**config.mk**
```make
export PLATFORM = sky130hd
export DESIGN_NAME = nibble_serial_add_ctrl
export DESIGN_NICKNAME = d
export VERILOG_FILES = /design/src/rtl/nsa_pkg.sv /design/src/rtl/nibble_add_slice.sv /design/src/rtl/nibble_serial_add_ctrl.sv
export SDC_FILE = /design/constraint.sdc
export NUM_CORES = 1
export LEC_CHECK = 0
export BUFFER_PORTS_ARGS = -buffer_cell sky130_fd_sc_hd__buf_2
export CORE_ASPECT_RATIO = 0.9
export CORE_MARGIN = 5
export CORE_UTILIZATION = 30
export CTS_BUF_LIST = sky130_fd_sc_hd__clkbuf_8
export CTS_CLUSTER_SIZE = 8
export DETAILED_ROUTE_END_ITERATION = 10
export PLACE_DENSITY_LB_ADDON = 0.15
export SLEW_MARGIN = 20
export SYNTH_ARGS = -nofsm -noshare
export SYNTH_HDL_FRONTEND = slang
export SYNTH_SLANG_ARGS = --single-unit
```
**constraint.sdc**
```tcl
create_clock -name clk -period 8.37 [get_ports clk]
set_input_delay 0.837 -clock clk [delete_from_list [all_inputs] [get_ports clk]]
set_output_delay 0.837 -clock clk [all_outputs]
set_load 0.02 [all_outputs]
```
**src/rtl/nsa_pkg.sv**
```systemverilog
// Shared types and constants for the nibble-serial add controller.
package nsa_pkg;

    localparam int unsigned NIB_W = 4;

    typedef enum logic [1:0] {
        ST_IDLE = 2'd0,
        ST_RUN  = 2'd1,
        ST_DONE = 2'd2
    } state_e;

    // Legal widths are whole nibbles, at least two of them.
    function automatic bit width_ok(input int unsigned w);
        return ((w % NIB_W) == 0) && (w >= 2 * NIB_W);
    endfunction

endpackage

```
**src/rtl/nibble_add_slice.sv**
```systemverilog
// Combinational 4-bit adder slice; also exposes the carry into its top bit.
module nibble_add_slice
    import nsa_pkg::*;
(
    input  logic [NIB_W-1:0] a,
    input  logic [NIB_W-1:0] b,
    input  logic             cin,
    output logic [NIB_W-1:0] s,
    output logic             cout,
    output logic             c3
);

    logic [NIB_W:0]   full;
    logic [NIB_W-1:0] low;

    assign full = {1'b0, a} + {1'b0, b} + (NIB_W+1)'(cin);
    // Sum of the lower three bits; its MSB is the carry into bit 3.
    assign low  = {1'b0, a[NIB_W-2:0]} + {1'b0, b[NIB_W-2:0]} + NIB_W'(cin);

    assign s    = full[NIB_W-1:0];
    assign cout = full[NIB_W];
    assign c3   = low[NIB_W-1];

endmodule

```
**src/rtl/nibble_serial_add_ctrl.sv**
```systemverilog
// Two-requester round-robin controller that adds WIDTH-bit operands one
// nibble per cycle through a single shared slice and returns sum plus flags.
module nibble_serial_add_ctrl
    import nsa_pkg::*;
#(
    parameter int unsigned WIDTH = 16
) (
    input  logic             clk,
    input  logic             rst_n,
    input  logic [1:0]       req_valid,
    output logic [1:0]       req_ready,
    input  logic [WIDTH-1:0] req_a0,
    input  logic [WIDTH-1:0] req_b0,
    input  logic [WIDTH-1:0] req_a1,
    input  logic [WIDTH-1:0] req_b1,
    input  logic [1:0]       req_cin,
    output logic             resp_valid,
    input  logic             resp_ready,
    output logic             resp_id,
    output logic [WIDTH-1:0] resp_sum,
    output logic             resp_zero,
    output logic             resp_neg,
    output logic             resp_carry,
    output logic             resp_ovf,
    output logic             busy
);

    localparam int unsigned NIBBLES = WIDTH / NIB_W;
    localparam int unsigned CNT_W   = (NIBBLES > 1) ? $clog2(NIBBLES) : 1;

    if (!width_ok(WIDTH)) begin : g_bad_width
        $error("nibble_serial_add_ctrl: WIDTH must be a multiple of 4 and >= 8");
    end

    state_e           state_q, state_d;
    logic [CNT_W-1:0] cnt_q, cnt_d;
    logic [WIDTH-1:0] a_q, a_d, b_q, b_d, sum_q, sum_d;
    logic             carry_q, carry_d;
    logic             id_q, id_d;
    logic             last_q, last_d;
    logic             valid_q, valid_d;
    logic             busy_q, busy_d;
    logic             zero_q, zero_d, neg_q, neg_d;
    logic             cflag_q, cflag_d, ovf_q, ovf_d;

    logic [1:0]       grant_c;
    logic             sel_c;
    logic [NIB_W-1:0] a_nib, b_nib, slice_s;
    logic             slice_cout, slice_c3;

    // Round-robin: on a tie the requester not granted last wins.
    always_comb begin
        grant_c = 2'b00;
        case (req_valid)
            2'b01:   grant_c = 2'b01;
            2'b10:   grant_c = 2'b10;
            2'b11:   grant_c = last_q ? 2'b01 : 2'b10;
            default: grant_c = 2'b00;
        endcase
    end

    assign req_ready = (rst_n && (state_q == ST_IDLE)) ? grant_c : 2'b00;

    // Operand nibble selected by the running counter.
    always_comb begin
        a_nib = '0;
        b_nib = '0;
        for (int unsigned i = 0; i < NIBBLES; i++) begin
            if (cnt_q == CNT_W'(i)) begin
                a_nib = a_q[i*NIB_W +: NIB_W];
                b_nib = b_q[i*NIB_W +: NIB_W];
            end
        end
    end

    nibble_add_slice u_slice (
        .a    (a_nib),
        .b    (b_nib),
        .cin  (carry_q),
        .s    (slice_s),
        .cout (slice_cout),
        .c3   (slice_c3)
    );

    always_ff @(posedge clk) begin
        if (!rst_n) begin
            state_q <= ST_IDLE;
            cnt_q   <= '0;
            a_q     <= '0;
            b_q     <= '0;
            sum_q   <= '0;
            carry_q <= 1'b0;
            id_q    <= 1'b0;
            last_q  <= 1'b1;
            valid_q <= 1'b0;
            busy_q  <= 1'b0;
            zero_q  <= 1'b0;
            neg_q   <= 1'b0;
            cflag_q <= 1'b0;
            ovf_q   <= 1'b0;
        end else begin
            state_q <= state_d;
            cnt_q   <= cnt_d;
            a_q     <= a_d;
            b_q     <= b_d;
            sum_q   <= sum_d;
            carry_q <= carry_d;
            id_q    <= id_d;
            last_q  <= last_d;
            valid_q <= valid_d;
            busy_q  <= busy_d;
            zero_q  <= zero_d;
            neg_q   <= neg_d;
            cflag_q <= cflag_d;
            ovf_q   <= ovf_d;
        end
    end

    always_comb begin
        state_d = state_q;
        cnt_d   = cnt_q;
        a_d     = a_q;
        b_d     = b_q;
        sum_d   = sum_q;
        carry_d = carry_q;
        id_d    = id_q;
        last_d  = last_q;
        valid_d = valid_q;
        busy_d  = busy_q;
        zero_d  = zero_q;
        neg_d   = neg_q;
        cflag_d = cflag_q;
        ovf_d   = ovf_q;
        sel_c   = req_ready[1];

        case (state_q)
            ST_IDLE: begin
                if (|(req_valid & req_ready)) begin
                    a_d     = sel_c ? req_a1 : req_a0;
                    b_d     = sel_c ? req_b1 : req_b0;
                    carry_d = req_cin[sel_c];
                    id_d    = sel_c;
                    last_d  = sel_c;
                    cnt_d   = '0;
                    busy_d  = 1'b1;
                    state_d = ST_RUN;
                end
            end
            ST_RUN: begin
                for (int unsigned i = 0; i < NIBBLES; i++) begin
                    if (cnt_q == CNT_W'(i)) begin
                        sum_d[i*NIB_W +: NIB_W] = slice_s;
                    end
                end
                carry_d = slice_cout;
                if (cnt_q == CNT_W'(NIBBLES - 1)) begin
                    // Flags are taken from the final nibble as DONE is entered.
                    zero_d  = (sum_d == '0);
                    neg_d   = sum_d[WIDTH-1];
                    cflag_d = slice_cout;
                    ovf_d   = slice_c3 ^ slice_cout;
                    valid_d = 1'b1;
                    state_d = ST_DONE;
                end else begin
                    cnt_d = cnt_q + CNT_W'(1);
                end
            end
            ST_DONE: begin
                if (resp_ready) begin
                    valid_d = 1'b0;
                    busy_d  = 1'b0;
                    state_d = ST_IDLE;
                end
            end
            default: state_d = ST_IDLE;
        endcase
    end

    assign resp_valid = valid_q;
    assign resp_id    = id_q;
    assign resp_sum   = sum_q;
    assign resp_zero  = zero_q;
    assign resp_neg   = neg_q;
    assign resp_carry = cflag_q;
    assign resp_ovf   = ovf_q;
    assign busy       = busy_q;

endmodule

```
; ---- After elaboration in Yosys (flattened, before gate mapping)
; Cells that the tools add are included.
[op_classes]
n_mux = 37
eq_ne = 12
n_reduce_logical = 15
n_lt_le_gt_ge = 1
bitwise_logic = 2
addsub = 5
[ops]
columns = op, n
row1 = $mux W4, 16
row2 = $mux W16, 2
row3 = $logic_not A16 Y1, 1
row4 = $mux W2, 7
row5 = $pmux W2 S3, 2
row6 = $reduce_and A3 Y1, 4
row7 = $eq A2 B2 Y1 const B, 5
row8 = $eq A2 B1 Y1 const B, 3
row9 = $mux W1, 6
row10 = $ne A2 B2 Y1 const B, 3
row11 = $pmux W1 S2, 3
row12 = $reduce_and A2 Y1, 3
row13 = $reduce_bool A2 Y1, 3
row14 = $add A4 B4 Y5, 1
row15 = $add A5 B1 Y5, 1
row16 = $add A3 B3 Y4, 1
row17 = $add A4 B1 Y4, 1
row18 = $logic_not A2 Y1, 2
row19 = $pmux W2 S2, 1
row20 = $add A2 B1 Y2 const B, 1
row21 = $and A2 B2 Y2, 1
row22 = $lt A1 B2 Y1 const B, 1
row23 = $ne A2 B1 Y1 const B, 1
row24 = $reduce_or A2 Y1, 1
row25 = other kinds (2), 2
[totals]
word_cells = 86
out_inout_bits = 25
register_bits = 61
input_bits = 71

; ---- Logic depth before layout (Yosys ltp)
[logic_depth]
ltp_word = 10
mapped_depth = 15

; ---- Cells and area by module
; Synthesis repeated with hierarchy kept, for this count alone.
[hier_totals]
hier_cells = 374
hier_area_um2 = 3046.7
[by_module_without_submodules]
columns = mod, instances, cells_per_inst, seq_area_each_um2, area_each_um2
row1 = nibble_serial_add_ctrl, 1, 354, 1221.2, 2891.5
row2 = nibble_add_slice, 1, 20, 0.0, 155.1

; ---- Worst setup path after synthesis
; Ideal clock, no wire load.
[synth_timing]
path_type = register to register
startpoint = register cnt_q[1]
endpoint = register zero_q (netlist: resp_zero)
arrival_time_ns = 3.336
stages_incl_launch_ff = 16
path_buffers = 2
t_required_ns = 8.301
setup_slack_ns = 4.965
cell_sequence = dfxtp_1 > inv_1 > ha_1 > clkbuf_1 > clkbuf_1 > nand2_1 > a21oi_1 > a21oi_1 > o21ai_0 > fa_1 > inv_1 > fa_1 > xnor2_1 > or4b_1 > or4_1 > o21ai_1
[synth_via]
elab_chain_cells = 10
elab_cells_between_ends = 24
cone_classes = 2 x add/sub / 3 x eq/ne / 16 x mux / 3 x reduce/logical
[synth_rtl]
columns = item, line
row1 = "start, declared", nibble_serial_add_ctrl.sv:36  ; logic [CNT_W-1:0] cnt_q, cnt_d;
row2 = "start signal, assigned", nibble_serial_add_ctrl.sv:103  ; cnt_q <= cnt_d;
row3 = $logic_not A2 Y1, "nibble_serial_add_ctrl.sv:69, nibble_serial_add_ctrl.sv:151"
row4 = $mux W4 (4 in series), nibble_serial_add_ctrl.sv:69  ; if (cnt_q == CNT_W'(i)) begin
row5 = $add A4 B4 Y5, nibble_add_slice.sv:16  ; assign full = {1'b0, a} + {1'b0, b} + (NIB_W+1)'(cin);
row6 = $add A5 B1 Y5, nibble_add_slice.sv:16
row7 = $mux W4, nibble_serial_add_ctrl.sv:151  ; if (cnt_q == CNT_W'(i)) begin
row8 = $mux W4, nibble_serial_add_ctrl.sv:136  ; case (state_q)
row9 = $logic_not A16 Y1, nibble_serial_add_ctrl.sv:158  ; zero_d = (sum_d == '0);
row10 = "end signal, assigned", nibble_serial_add_ctrl.sv:112  ; zero_q <= zero_d;
row11 = "end, declared", nibble_serial_add_ctrl.sv:43  ; logic zero_q, zero_d, neg_q, neg_d;
; Parallel ways exist; a longest one is shown, timed or not. The select of a mux whose other input is x is not followed.
; A chain may end at the register's enable or synchronous reset.

; ---- Worst setup path after layout
; Same ends and word-level chain as after synthesis.

==> metrics.md <==
| Metric | Value |
|---|---|
| Clock Sinks | 61 |
| Final Setup Violations | 0 |
| Die Ht | 104 µm |
| Worst rel slew slack | 0.461 |
| Total congestion overflow | 0 |
| Critical-path cell with the highest stage delay | or4b_1 |
| Port Buf Inserts | 95 |
| R2r worst-path depth | 13 |
| Leading post-synthesis cells by cell area | dfxtp_1, o22ai_1, a21oi_1 |
| Post-synthesis cell area | 0.00295 mm² |
| Crit path cell chain | inv_1 > ha_1 > nand3b_1 > a21oi_1 > a21oi_1 > o21ai_0 > fa_1 > inv_1 > fa_1 > xnor2_1 > or4b_1 > or4_1 > o21ai_1 |
| VDD IR max | 0.0606 mV |
| Pin count of the biggest net entering global routing | 63 |
| DP Worst Slack | 4550 ps |
| Final Cycle Share | 0.435 |
| Post-synth EDFFs | 0 |
| CTS Root Buffer Type | clkbuf_8 |
| Fin. max-slew vios | 0 |
| Reg2reg start | cnt_q[1] |
| TritonCTS clock tree | built |
| Design Area, Final | 0.00366 mm² |
| H-tree depth | 3 |
| Min-delay worst type | reg -> reg |
| Final min period | 3640 ps |
| Worst-Margin Slew | 809 ps |
| DP HPWL | 5970 µm |
| CP endpoint kind | flop |
| Layout fillers | 1038 |
| Hold EP | resp_sum[15] |
| Area of the multi-input gates | 0.00156 mm² |
| Clock transition at the registers of the reported paths | 70 ps |
| Largest area contributor in the netlist | dfxtp_1 |
| Die area | 0.0119 mm² |
| CP Launch Type | flop |
| Initial antenna violation count | 0 |
| Site row count | 34 |
| Synth warn | 0 |
| Drt total wl | 8290 µm |
| Overall Power | 0.739 mW |
| Layout cells sized above 1 | 0.261 |
| Area of the core | 0.00966 mm² |
| Cells after Synth | 367 |
| Async set-or-reset flop fraction in the synthesized netlist | 0 |
| Routed WL per cell | 14.4 µm |
| Max Cap Viol | 0 |
| Synthesized net count | 447 |
| Total Routing Usage GR | 0.137 |
| DR vias | 2822 |
| Setup bufs post-CTS | 0 |
| DRC | 0 |
| Max stage delay on crit path | 480 ps |
| Area growth, synth to finish | 24.1% |
| Vias per cell | 4.92 |
| CTS buffer count | 9 |
| Synth top area share | 0.414 |
| Critical path class | reg -> reg |
| Final setup margin | 4730 ps |
| Initial core utilization | 0.306 |
| RSZ-0062 raised after global routing | false |
| Hold Vio Cnt, Final | 0 |
| Distinct cell type count after synthesis | 43 |
| R2R setup slack | 4730 ps |
| Worst hold start | resp_sum[15] |
| Vias in the first global route | 2665 |
| Critical path required time | 8650 ps |
| Area after DPL | 0.00346 mm² |
| Synthesized area per cell | 8.05 µm² |
| IO Count | 96 |
| Post-CTS Hold Fix Bufs | 0 |
| Hold Path Depth | 2 |
| Final ANT Viol Nets | 0 |
| Final setup TNS | 0 ps |
| Detailed Routing Iterations Pass 1 | 5 |
| Reg2reg end | resp_zero |
| Register area share after synthesis | 0.414 |
| Lkg Pwr | 1.54 nW |
| Later-pin clock latency in the skew report | 350 ps |
| Post-cts resize count | 0 |
| Antenna cells | 0 |
| FF+latch count, synth | 61 |
| Gpl congestion | 0.832 |
| Final core utilization | 0.380 |
| Max Root-Sink Buffers | 2 |
| Outcome | complete, no violations |
| Worst Skew | 10.3 ps |
| Pwr dens | 202 mW/mm² |
| Area occupied by registers | 0.00122 mm² |
| Nets | 523 |
| Fmax | 0.274 GHz |
| Die X | 115 µm |
| Worst EP arrival | 3930 ps |
| First-pass GRT wire length | 13100 µm |
| Crit path max fanout | 23 |
| Most used flip-flop cell after synthesis | dfxtp_1 |
| Starting DRT DRC Count | 142 |
## cells by family (layout without fill, tap and decap cells)
logic type / count (synthesis) / count (layout) / share of synthesized area
flip-flops: 61 / 61 / 0.414
XOR/XNOR: 1 / 1 / 0.00297
multiplexers: 8 / 8 / 0.0271
buffers and inverters: 39 / 120 / 0.0580
adder cells (fa/ha/maj): 9 / 9 / 0.0432
AO/OA/AOI/OAI: 126 / 126 / 0.249
AND/OR/NAND/NOR: 123 / 123 / 0.206
## worst max-delay path by stage
stage             start            to  slack (ps)
2_1_floorplan  cnt_q[1]     resp_zero        4960
3_3_place_gp      rst_n  req_ready[0]        4570
3_5_place_dp      rst_n  req_ready[0]        4550
4_1_cts           rst_n  req_ready[0]        4550
5_1_grt        cnt_q[1]     resp_zero        4420
6_report       cnt_q[1]     resp_zero        4730
## cells in the mapped netlist (2+ instances only)
| cell | instances |
|---|---|
| nand3_1 | 33 |
| nand2_1 | 42 |
| nand2b_1 | 2 |
| buf_2 | 8 |
| a21oi_1 | 41 |
| dfxtp_1 | 61 |
| clkbuf_1 | 18 |
| fa_1 | 2 |
| inv_1 | 6 |
| mux2i_1 | 8 |
| o21ai_0 | 33 |
| ha_1 | 7 |
| nor2_1 | 12 |
| buf_1 | 4 |
| a211oi_1 | 2 |
| nor4_1 | 2 |
| o21a_1 | 3 |
| nand3b_1 | 7 |
| nor3_1 | 4 |
| nor2b_1 | 7 |
| buf_6 | 2 |
| and3_1 | 2 |
| or3_1 | 5 |
| o22ai_1 | 33 |
| a311oi_1 | 3 |
| a221oi_1 | 2 |
| a21o_1 | 2 |
## layout make-up
class                      count  area share
clock inverter                 7      0.0225
sequential                    61       0.333
multi-input combinational    267       0.426
timing repair buffer          97       0.134
inverter                       7     0.00717
tap                          126      0.0430
clock buffer                   9      0.0338
## state kept, by name, summed over array words and instances, names as in the netlist, 2 cells and up
signal,cells
a_q,16
b_q,16
cnt_q,2
resp_sum,16
state_q,2
## power breakdown
| group | switching, mW | internal (mW) |
|---|---|---|
| logic | 0.0789 | 0.0549 |
| clock network | 0.116 | 0.164 |
| registers | 0.0143 | 0.311 |
## cells in the final DEF, fill, tap and decap left out, drive strengths merged, types with 2 or more instances in the layout
cell    Yosys  final
bufinv      0      2
dfxtp      61     61
buf        14     97
o22ai      33     33
nor4        2      2
nor3        4      4
and3        2      2
a221oi      3      3
clkinv      0      3
clkbuf     18      9
nor2b       7      7
nand2      42     42
or3         5      5
ha          7      7
nand2b      2      2
nor2       13     13
fa          2      2
mux2i       8      8
a21oi      41     41
o21a        3      3
nand3      33     33
a311oi      3      3
nand3b      7      7
a21o        2      2
a211oi      2      2
o21ai      34     34
inv         7      9
## worst max-delay path: cells and delay by family, from the launching register on
family	cells	cell delay [ps]
DFF	1	380
xor gates and xnor gates	1	230
and+or+nand+nor	3	1160
buffers and inverters	2	140
adders and majority gates	3	1070
AOI/OAI and AO/OA	4	590
## stage by stage
step | instances | hold WS (ps)
floorplan | 367 | 434
global placement | 558 | 440
CTS | 574 | 459
finish | 574 | 458
detailed placement | 558 | 448
global route | 574 | 470
## routing by layer
layer / global-route usage / vias up / routed length [µm]
met3: 0.0401 / 9 / 555
met4: 0.0475 / 0 / 92
met2: 0.209 / 75 / 3650
met1: 0.184 / 1254 / 3990
li1: - / 1484 / -
met5: 0 / - / 0
Note: power is estimated with default switching activity, not from simulation.
